$ cat config.mk
export PLATFORM = sky130hd
export DESIGN_NAME = pll_lock_reset_seq
export DESIGN_NICKNAME = d
export VERILOG_FILES = /design/src/rtl/pll_lock_reset_seq.sv
export SDC_FILE = /design/constraint.sdc
export NUM_CORES = 1
export LEC_CHECK = 0
export ABC_AREA = 1
export BUFFER_PORTS_ARGS = -buffer_cell sky130_fd_sc_hd__buf_2
export CAP_MARGIN = 5
export CORE_MARGIN = 2
export CORE_UTILIZATION = 25
export DETAILED_ROUTE_END_ITERATION = 10
export PLACE_DENSITY = 0.47
export SLEW_MARGIN = 20
export SYNTH_ARGS = -nofsm -noshare
export SYNTH_HDL_FRONTEND = slang
export SYNTH_SLANG_ARGS = --single-unit
$ cat constraint.sdc
create_clock -name clk -period 2.65 [get_ports clk]
set_clock_uncertainty 0.2 [all_clocks]
set_input_delay 0.1325 -clock clk [delete_from_list [all_inputs] [get_ports clk]]
set_output_delay 0.1325 -clock clk [all_outputs]
set_load 0.01 [all_outputs]
$ cat src/rtl/pll_lock_reset_seq.sv
// pll_lock_reset_seq: PLL RST driver, LOCKED synchroniser and stable-lock system reset release.
// Define PLL_LOSS_CNT_EN to add the saturating lock-loss counter output loss_cnt.
module pll_lock_reset_seq #(
    parameter int SYNC_STAGES    = 2,
    parameter int PLL_RST_CYCLES = 16,
    parameter int LOCK_TIMEOUT   = 65536,
    parameter int STABLE_CYCLES  = 1024,
    parameter int CNT_W          = 17
) (
    input  logic       clk,
    input  logic       cpu_reset_n,
    input  logic       pll_locked,
    output logic       pll_rst,
    output logic       locked_sync,
    output logic       sys_rst_n,
    output logic       ready
`ifdef PLL_LOSS_CNT_EN
    ,
    output logic [7:0] loss_cnt
`endif
);

    typedef enum logic [1:0] {
        PLLRST,
        WAIT_LOCK,
        STABLE,
        RUN
    } state_t;

    localparam longint CNT_RANGE = longint'(1) << CNT_W;
    localparam logic [CNT_W-1:0] RST_LAST = CNT_W'(PLL_RST_CYCLES - 1);
    localparam logic [CNT_W-1:0] TMO_LAST = CNT_W'(LOCK_TIMEOUT - 1);
    localparam logic [CNT_W-1:0] STB_LAST = CNT_W'(STABLE_CYCLES - 1);
    localparam logic [CNT_W-1:0] CNT_ONE  = CNT_W'(1);

    if (SYNC_STAGES < 2) begin : g_bad_sync
        $error("SYNC_STAGES must be at least 2");
    end
    if (PLL_RST_CYCLES < 1 || LOCK_TIMEOUT < 2 || STABLE_CYCLES < 1) begin : g_bad_min
        $error("cycle parameters below their minimum");
    end
    if (PLL_RST_CYCLES > CNT_RANGE || LOCK_TIMEOUT > CNT_RANGE
        || STABLE_CYCLES > CNT_RANGE) begin : g_bad_cnt_w
        $error("CNT_W too narrow for cycle parameters");
    end

    logic [1:0]             rst_sync_q;
    logic [SYNC_STAGES-1:0] lsync_q;
    state_t                 state_q, state_d;
    logic [CNT_W-1:0]       cnt_q, cnt_d;
    logic                   pll_rst_q;
    logic                   sys_rst_n_q;
    logic                   ready_q;
    logic                   run_en;

    assign run_en      = rst_sync_q[1];
    assign locked_sync = lsync_q[SYNC_STAGES-1];
    assign pll_rst     = pll_rst_q;
    assign sys_rst_n   = sys_rst_n_q;
    assign ready       = ready_q;

    // Release of cpu_reset_n is re-timed so the FSM leaves reset cleanly.
    always_ff @(posedge clk or negedge cpu_reset_n) begin
        if (!cpu_reset_n) begin
            rst_sync_q <= '0;
            lsync_q    <= '0;
        end else begin
            rst_sync_q <= {rst_sync_q[0], 1'b1};
            lsync_q    <= {lsync_q[SYNC_STAGES-2:0], pll_locked};
        end
    end

    always_comb begin
        state_d = state_q;
        cnt_d   = cnt_q;
        if (run_en) begin
            unique case (state_q)
                PLLRST: begin
                    if (cnt_q == RST_LAST) begin
                        state_d = WAIT_LOCK;
                        cnt_d   = '0;
                    end else begin
                        cnt_d = cnt_q + CNT_ONE;
                    end
                end
                WAIT_LOCK: begin
                    if (locked_sync) begin
                        state_d = STABLE;
                        cnt_d   = '0;
                    end else if (cnt_q == TMO_LAST) begin
                        state_d = PLLRST;
                        cnt_d   = '0;
                    end else begin
                        cnt_d = cnt_q + CNT_ONE;
                    end
                end
                STABLE: begin
                    // A lock glitch restarts the wait without pulsing RST.
                    if (!locked_sync) begin
                        state_d = WAIT_LOCK;
                        cnt_d   = '0;
                    end else if (cnt_q == STB_LAST) begin
                        state_d = RUN;
                        cnt_d   = '0;
                    end else begin
                        cnt_d = cnt_q + CNT_ONE;
                    end
                end
                RUN: begin
                    cnt_d = '0;
                    if (!locked_sync) begin
                        state_d = PLLRST;
                    end
                end
                default: begin
                    state_d = PLLRST;
                    cnt_d   = '0;
                end
            endcase
        end
    end

    always_ff @(posedge clk or negedge cpu_reset_n) begin
        if (!cpu_reset_n) begin
            state_q     <= PLLRST;
            cnt_q       <= '0;
            pll_rst_q   <= 1'b1;
            sys_rst_n_q <= 1'b0;
            ready_q     <= 1'b0;
        end else begin
            state_q     <= state_d;
            cnt_q       <= cnt_d;
            pll_rst_q   <= (state_d == PLLRST);
            sys_rst_n_q <= (state_d == RUN);
            ready_q     <= (state_d == RUN);
        end
    end

`ifdef PLL_LOSS_CNT_EN
    logic [7:0] loss_q;
    logic       loss_ev;

    // PLLRST is only re-entered on lock loss or lock timeout.
    assign loss_ev  = (state_d == PLLRST) && (state_q != PLLRST);
    assign loss_cnt = loss_q;

    always_ff @(posedge clk or negedge cpu_reset_n) begin
        if (!cpu_reset_n) begin
            loss_q <= '0;
        end else if (loss_ev && (loss_q != 8'hFF)) begin
            loss_q <= loss_q + 8'd1;
        end
    end
`endif

endmodule
# After elaboration in Yosys (flattened, before gate mapping)
# Index checks and enable logic that the tools add are counted.
[word_totals]
register_bits = 25
word_cells = 30
out_inout_bits = 4
inputBits = 3
[classes]
eq_ne = 7
n_reduce_logical = 2
n_mux = 14
n_addsub = 1
[ops]
columns = ["operator", "count"]
rows = [
  ["$mux 17", 5],
  ["$pmux 17 s4", 1],
  ["$add 17x1->17 const B", 1],
  ["$eq 17x10->1 const B", 1],
  ["$eq 17x16->1 const B", 1],
  ["$eq 17x4->1 const B", 1],
  ["$mux 2", 7],
  ["$pmux 2 s4", 1],
  ["$eq 2x2->1 const B", 3],
  ["$logic_not 2->1", 2],
  ["$eq 2x1->1 const B", 1],
]

# Logic depth before layout (Yosys ltp)
# Gate-level depths: netlist of the first run.
[depth]
ltp_word = 6
ltp_mapped = 13
mapped_depth_nobuf = 13

# Worst setup path after synthesis of the first run
# No wires, ideal clock.
[synth_timing]
path_type = "flip-flop to flip-flop"
startpoint = "reg cnt_q[0]"
endpoint = "reg cnt_q[12]"
stages_incl_launch_ff = 13
setup_ps = 142
slack_ps = 400
path_buffers = 1
required_ps = 2308
period_less_slack_ps = 2250
arrival_ps = 1909
path_cell_list = "dfrtp_1 > ha_1 > nand3_4 > nor3_4 > nand4_1 > nor4_2 > ha_1 > nor3_1 > nor2_1 > nand2_2 > nand2_4 > buf_12 > o22ai_2"
[synth_between]
elab_chain_cells = 4
[synth_rtl]
columns = ["element", "line_no", "source"]
rows = [
  ["from (decl)", "50", "logic [CNT_W-1:0] cnt_q, cnt_d;"],
  ["from (signal assigned)", "132", "cnt_q <= cnt_d;"],
  ["$add 17x1->17 (tied with other cells)", "83, 94, 106", ""],
  ["$mux 17, on equally long branches", "102, 90", ""],
  ["$mux 17, on equally long branches", "99, 87", ""],
  ["$pmux 17 s4 (*)", "77", "unique case (state_q)"],
]
# Mark *: on every way between the ends. The rest lies on a longest branch, timed or not.
# A chain may end at the register's enable or synchronous reset.

# Worst setup path in the final report of the first run
[layout_timing]
startpoint = "reg cnt_q[0]"
endpoint = "reg cnt_q[11]"
# The elaborated chain is that of the path after synthesis.

==> impl_metrics.env, run 1 <==
export IMPL_relSlewSlack=0.615
export IMPL_ys_warnings_count=0
export IMPL_grt_usage=0.100
export IMPL_layout_common_cells="nand2_1 (31), inv_1 (24), dfrtp_1 (24), nor2_1 (15), xor2_1 (12)"
export IMPL_first_pass_iters=4
export IMPL_final_common_cell="nand2_1"
export IMPL_root_buffer="clkbuf_8"
export IMPL_insertion_delay_ps=270
export IMPL_io_pins=7
export IMPL_io_buffers=6
export IMPL_period_minus_slack_ps=2400
export IMPL_drtIter0Drc=47
export IMPL_numCtsBuffers=3
export IMPL_final_layout_size_suffix_gt1_frac=0.191
export IMPL_crit_path_end_kind="register"
export IMPL_drt_wl_total_um=2860
export IMPL_startpoint_type="register"
export IMPL_rsz0062_at_grt="false"
export IMPL_hold_viol_final=0
export IMPL_worstHoldPathType="register to register"
export IMPL_rows=27
export IMPL_leakage_nw=0.710
export IMPL_cts_sinks=25
export IMPL_tightest_slew_ps=578
export IMPL_yosysUniqueCellTypes=28
export IMPL_regArea_um2=627
export IMPL_via_per_inst=4.32
export IMPL_drv_cap=0
export IMPL_initial_core_util=0.262
export IMPL_power_density_mw_per_mm2=506
export IMPL_post_route_period_util=0.904
export IMPL_synth_cells=163
export IMPL_area_delta_synth_final_pct=12.0
export IMPL_multi_input_comb_area_um2=708
export IMPL_fin_nets=180
export IMPL_critPathKind="register to register"
export IMPL_grt_ovfl_total=0
export IMPL_ant_nets=0
export IMPL_fillers=616
export IMPL_path_clk_slew_ps=90
export IMPL_ctsLongestPathBuffers=2
export IMPL_whs_ps=154
export IMPL_cp_max_fo=15
export IMPL_diodes=0
export IMPL_antenna_found_initial=0
export IMPL_grt_pass1_wl_um=4820
export IMPL_gp_congestion=0.818
export IMPL_synth_fp_nets=169
export IMPL_core_area_mm2=0.00554
export IMPL_cts_tree="done"
export IMPL_totalPowerFinal_w=0.000823
export IMPL_wire_per_inst_um=11.7
export IMPL_critical_path_required_ps=2610
export IMPL_yosys_register_bits=25
export IMPL_post_cts_buffers=0
export IMPL_cts_max_level=1
export IMPL_setup_tns_ps=0
export IMPL_fp_dieW_um=80.2
export IMPL_outcome="completed"
export IMPL_synth_area_mm2=0.00145
export IMPL_avgSynthCellArea_um2=8.90
export IMPL_slew_violations=0
export IMPL_dieHeight_um=80.2
export IMPL_ff2ff_setup_slack_ps=250
export IMPL_grt_pass1_vias=1019
export IMPL_dieArea_mm2=0.00643
export IMPL_ys_seq_area_frac=0.432
export IMPL_ir_drop_mv=0.185
export IMPL_crit_arrival_ps=2350
export IMPL_fmax_mhz=417
export IMPL_finalSetupViolations=0
export IMPL_hpwl_um=2100
export IMPL_via_count=1058
export IMPL_drc=0
export IMPL_grt_max_degree=26
-- power by group --
part           switching (W)  total [W]  internal (W)
Combinational      0.0000969   0.000152     0.0000555
Sequential         0.0000256   0.000439      0.000414
Clock               0.000123   0.000231      0.000108
Total               0.000246   0.000823      0.000577
-- metrics by stage --
stage          setup WS, ps   util  std cells  cell area, um^2
2_1_floorplan           400      -        163             1450
3_3_place_gp            339  0.280        239             1550
3_5_place_dp            214  0.280        239             1550
4_1_cts                 184  0.292        245             1620
5_1_grt                19.6  0.293        245             1630
6_report                254  0.293        245             1630
-- critical path, stage by stage (launching register included) --
cell and delay [ps]:
dfrtp_1 400, ha_1 250, nand3_4 120, nor3_4 140, nand4_1 180, nor4_4 200
ha_1 180, nor3_1 60, nor2_1 130, nand2_2 90, nand2_4 200, o21ai_0 120
-- synth_stat cells --
cell type,n,area [um^2]
inv_1,24,90.1
ha_1,3,37.5
xnor2_1,1,8.76
dfrtp_1,24,601
nand3_4,1,17.5
nor3_2,1,10.0
a21oi_1,3,15.0
nand4_1,2,12.5
conb_1,1,3.75
buf_4,1,7.51
o21ai_0,7,35.0
nand2_1,31,116
nor2_2,1,6.26
or3b_2,1,8.76
nor2_1,15,56.3
clkbuf_1,2,7.51
o22ai_1,2,12.5
nor4_2,1,12.5
nor3_1,3,15.0
xor2_1,12,105
nor3_4,1,16.3
dfstp_2,1,26.3
nand2_4,1,11.3
o22ai_2,10,125
buf_12,1,20.0
nand3_1,9,45.0
nand2_2,3,18.8
nand3_2,1,10.0
-- registers in the layout, indices dropped and copies added (netlist names) --
signal,flops
pll_rst,1
rst_sync_q,2
lsync_q,2
ready,1
state_q,2
cnt_q,17
-- path summary, 6_finish.rpt --
path | from | to | cells past startpoint
setup / recovery | cnt_q[0] | cnt_q[11] | 11
hold / removal | lsync_q[0] | lsync_q[1] | 0
setup reg to reg | cnt_q[0] | cnt_q[11] | 11
hold reg to reg | lsync_q[0] | lsync_q[1] | 0
max in group asynchronous | cpu_reset_n | cnt_q[9] | 2
min in group asynchronous | cpu_reset_n | state_q[1] | 2
-- area by class of cell --
class,count,area share
repair buffers,10,0.0400
clock buffers,4,0.0277
well taps,72,0.0554
multi-input cells,110,0.436
inverters,24,0.0554
flip-flops and latches,25,0.386
-- logic make-up after synthesis --
| group | after synthesis | synth area share |
|---|---|---|
| AO/OA/AOI/OAI | 22 | 0.129 |
| XOR/XNOR | 13 | 0.0784 |
| adder cells (fa/ha/maj) | 3 | 0.0259 |
| buffers and inverters | 28 | 0.0862 |
| flip-flops | 25 | 0.432 |
| other | 1 | 0.00258 |
| AND/OR/NAND/NOR | 71 | 0.246 |
-- repair_timing --
item | CTS | global route
resized for setup | 0 | 1
hold buffers | 2 | 0
endpoints found under the setup margin | 0 | 4
endpoints found under the hold margin | 25 | 0
-- routing by layer --
| metal | GRT usage | wire [um] | vias to the layer above |
|---|---|---|---|
| met1 | 0.125 | 1350 | 494 |
| met3 | 0.0303 | 131 | 4 |
| li1 | - | - | 541 |
| met5 | 0 | 0 | - |
| met2 | 0.163 | 1330 | 19 |
| met4 | 0.0356 | 38 | 0 |
Power figures use the tool's default switching activity.
==> run 2, diff against run 1 <==
--- a/config.mk
+++ b/config.mk
@@ -8,6 +8,7 @@
 export ABC_AREA = 1
 export BUFFER_PORTS_ARGS = -buffer_cell sky130_fd_sc_hd__buf_2
 export CAP_MARGIN = 5
+export CORE_ASPECT_RATIO = 0.9
 export CORE_MARGIN = 2
 export CORE_UTILIZATION = 25
 export DETAILED_ROUTE_END_ITERATION = 10
==> impl_metrics.env, run 2 (synthesis gave the netlist of run 1 again) <==
export IMPL_slew_violations=0
export IMPL_regToRegStartpoint="cnt_q[0]"
export IMPL_final_layout_size_suffix_gt1_frac=0.197
export IMPL_whs_ps=155
export IMPL_numCtsBuffers=3
export IMPL_setup_slack_ps=280
export IMPL_core_area_mm2=0.00563
export IMPL_antenna_found_initial=0
export IMPL_drt_wl_total_um=2770
export IMPL_largest_register_ffs=17
export IMPL_critPathKind="register to register"
export IMPL_initial_core_util=0.258
export IMPL_setup_tns_ps=0
export IMPL_cts_sinks=25
export IMPL_cts_max_level=1
export IMPL_ant_nets=0
export IMPL_area_delta_synth_final_pct=12.7
export IMPL_stdcell_area_mm2=0.00164
export IMPL_crit_path_end_kind="register"
export IMPL_startpoint_type="register"
export IMPL_grt_pass1_wl_um=4890
export IMPL_worstHoldPathType="register to register"
export IMPL_insertion_delay_ps=270
export IMPL_io_buffers=6
export IMPL_first_pass_iters=4
export IMPL_finish_utilization=0.291
export IMPL_ff2ff_setup_slack_ps=280
export IMPL_post_route_period_util=0.894
export IMPL_hold_viol_final=0
export IMPL_fp_dieW_um=84.3
export IMPL_path_clk_slew_ps=90
export IMPL_via_per_inst=4.23
export IMPL_grt_usage=0.0935
export IMPL_root_buffer="clkbuf_8"
export IMPL_grt_pass1_vias=1064
export IMPL_hpwl_um=2090
export IMPL_finalSetupViolations=0
export IMPL_dieArea_mm2=0.00643
export IMPL_min_to="lsync_q[1]"
export IMPL_critical_path_required_ps=2600
export IMPL_leakage_nw=0.707
export IMPL_crit_arrival_ps=2320
export IMPL_ir_drop_mv=0.230
export IMPL_fmax_mhz=422
export IMPL_ctsLongestPathBuffers=2
export IMPL_cp_max_fo=15
export IMPL_outcome="completed"
export IMPL_io_pins=7
export IMPL_via_count=1028
export IMPL_rsz0062_at_grt="false"
export IMPL_tightest_slew_ps=565
export IMPL_drtIter0Drc=57
export IMPL_grt_max_degree=26
export IMPL_gp_congestion=0.770
export IMPL_wire_per_inst_um=11.4
export IMPL_diodes=0
export IMPL_grt_ovfl_total=0
export IMPL_hold_path_depth=0
export IMPL_reg2regPathDepth=11
export IMPL_layout_common_cells="nand2_1 (31), inv_1 (24), dfrtp_1 (24), nor2_1 (15), xor2_1 (12)"
export IMPL_cts_tree="done"
export IMPL_r2r_end="cnt_q[0]"
export IMPL_hp_start="lsync_q[0]"
export IMPL_drc=0
export IMPL_place_area_mm2=0.00155
export IMPL_power_density_mw_per_mm2=508
export IMPL_pre_cts_ws_ps=233
export IMPL_drv_cap=0
export IMPL_final_common_cell="nand2_1"
export IMPL_relSlewSlack=0.623
export IMPL_fin_nets=180
export IMPL_rows=26
export IMPL_dieHeight_um=76.3
export IMPL_largest_register="cnt_q"
export IMPL_period_minus_slack_ps=2370
run 2: layout make-up:
type / instances / area, um^2
Timing Repair Buffer: 10 / 65.1
Inverter: 24 / 90.1
Tap cell: 70 / 87.6
Sequential cell: 25 / 627
Clock inverter: 1 / 7.51
Fill cell: 590 / 3990
Multi-Input combinational cell: 110 / 717
Clock buffer: 3 / 41.3
run 2: timing repair:
action | CTS | global route
hold endpoints to repair | 25 | 0
resized for setup | 0 | 2
buffers inserted | 0 | 0
endpoints found under the setup margin | 0 | 5
hold buffers | 2 | 0
run 2: metrics by stage:
stage                     std cells  total power, W
after floorplan                 163        0.000566
after global placement          237        0.000603
after detailed placement        237        0.000601
after CTS                       243        0.000843
after global routing            243        0.000890
final                           243        0.000830
run 2: power by group:
group          leakage [nW]  switching (W)  internal, W
Clock                0.0217       0.000126     0.000107
Combinational         0.356      0.0000991    0.0000577
Sequential            0.328      0.0000273     0.000414
run 2: routing by layer:
layer	GRT usage	wire [um]
met4	0.0242	27
met1	0.129	1470
met5	0	0
met2	0.149	1210
met3	0.0195	62
run 2: worst max-delay path by stage:
stage	startpoint	end	slack (ps)	cells past startpoint
6_report	cnt_q[0]	cnt_q[0]	280	11
5_1_grt	cnt_q[0]	cnt_q[11]	40	11
4_1_cts	cnt_q[0]	cnt_q[0]	210	11
3_5_place_dp	cnt_q[0]	cnt_q[0]	230	11
3_3_place_gp	cnt_q[0]	cnt_q[0]	340	11
2_1_floorplan	cnt_q[0]	cnt_q[12]	400	12
run 2: worst max-delay path, cell delays in order, from the launching register on:
cell and delay (ps):
dfrtp_1 390, ha_1 240, nand3_4 120, nor3_4 140, nand4_1 180, nor4_4 210, ha_1 190, nor3_1 60
nor2_1 120, nand2_2 120, nand2_8 160, o21ai_0 110
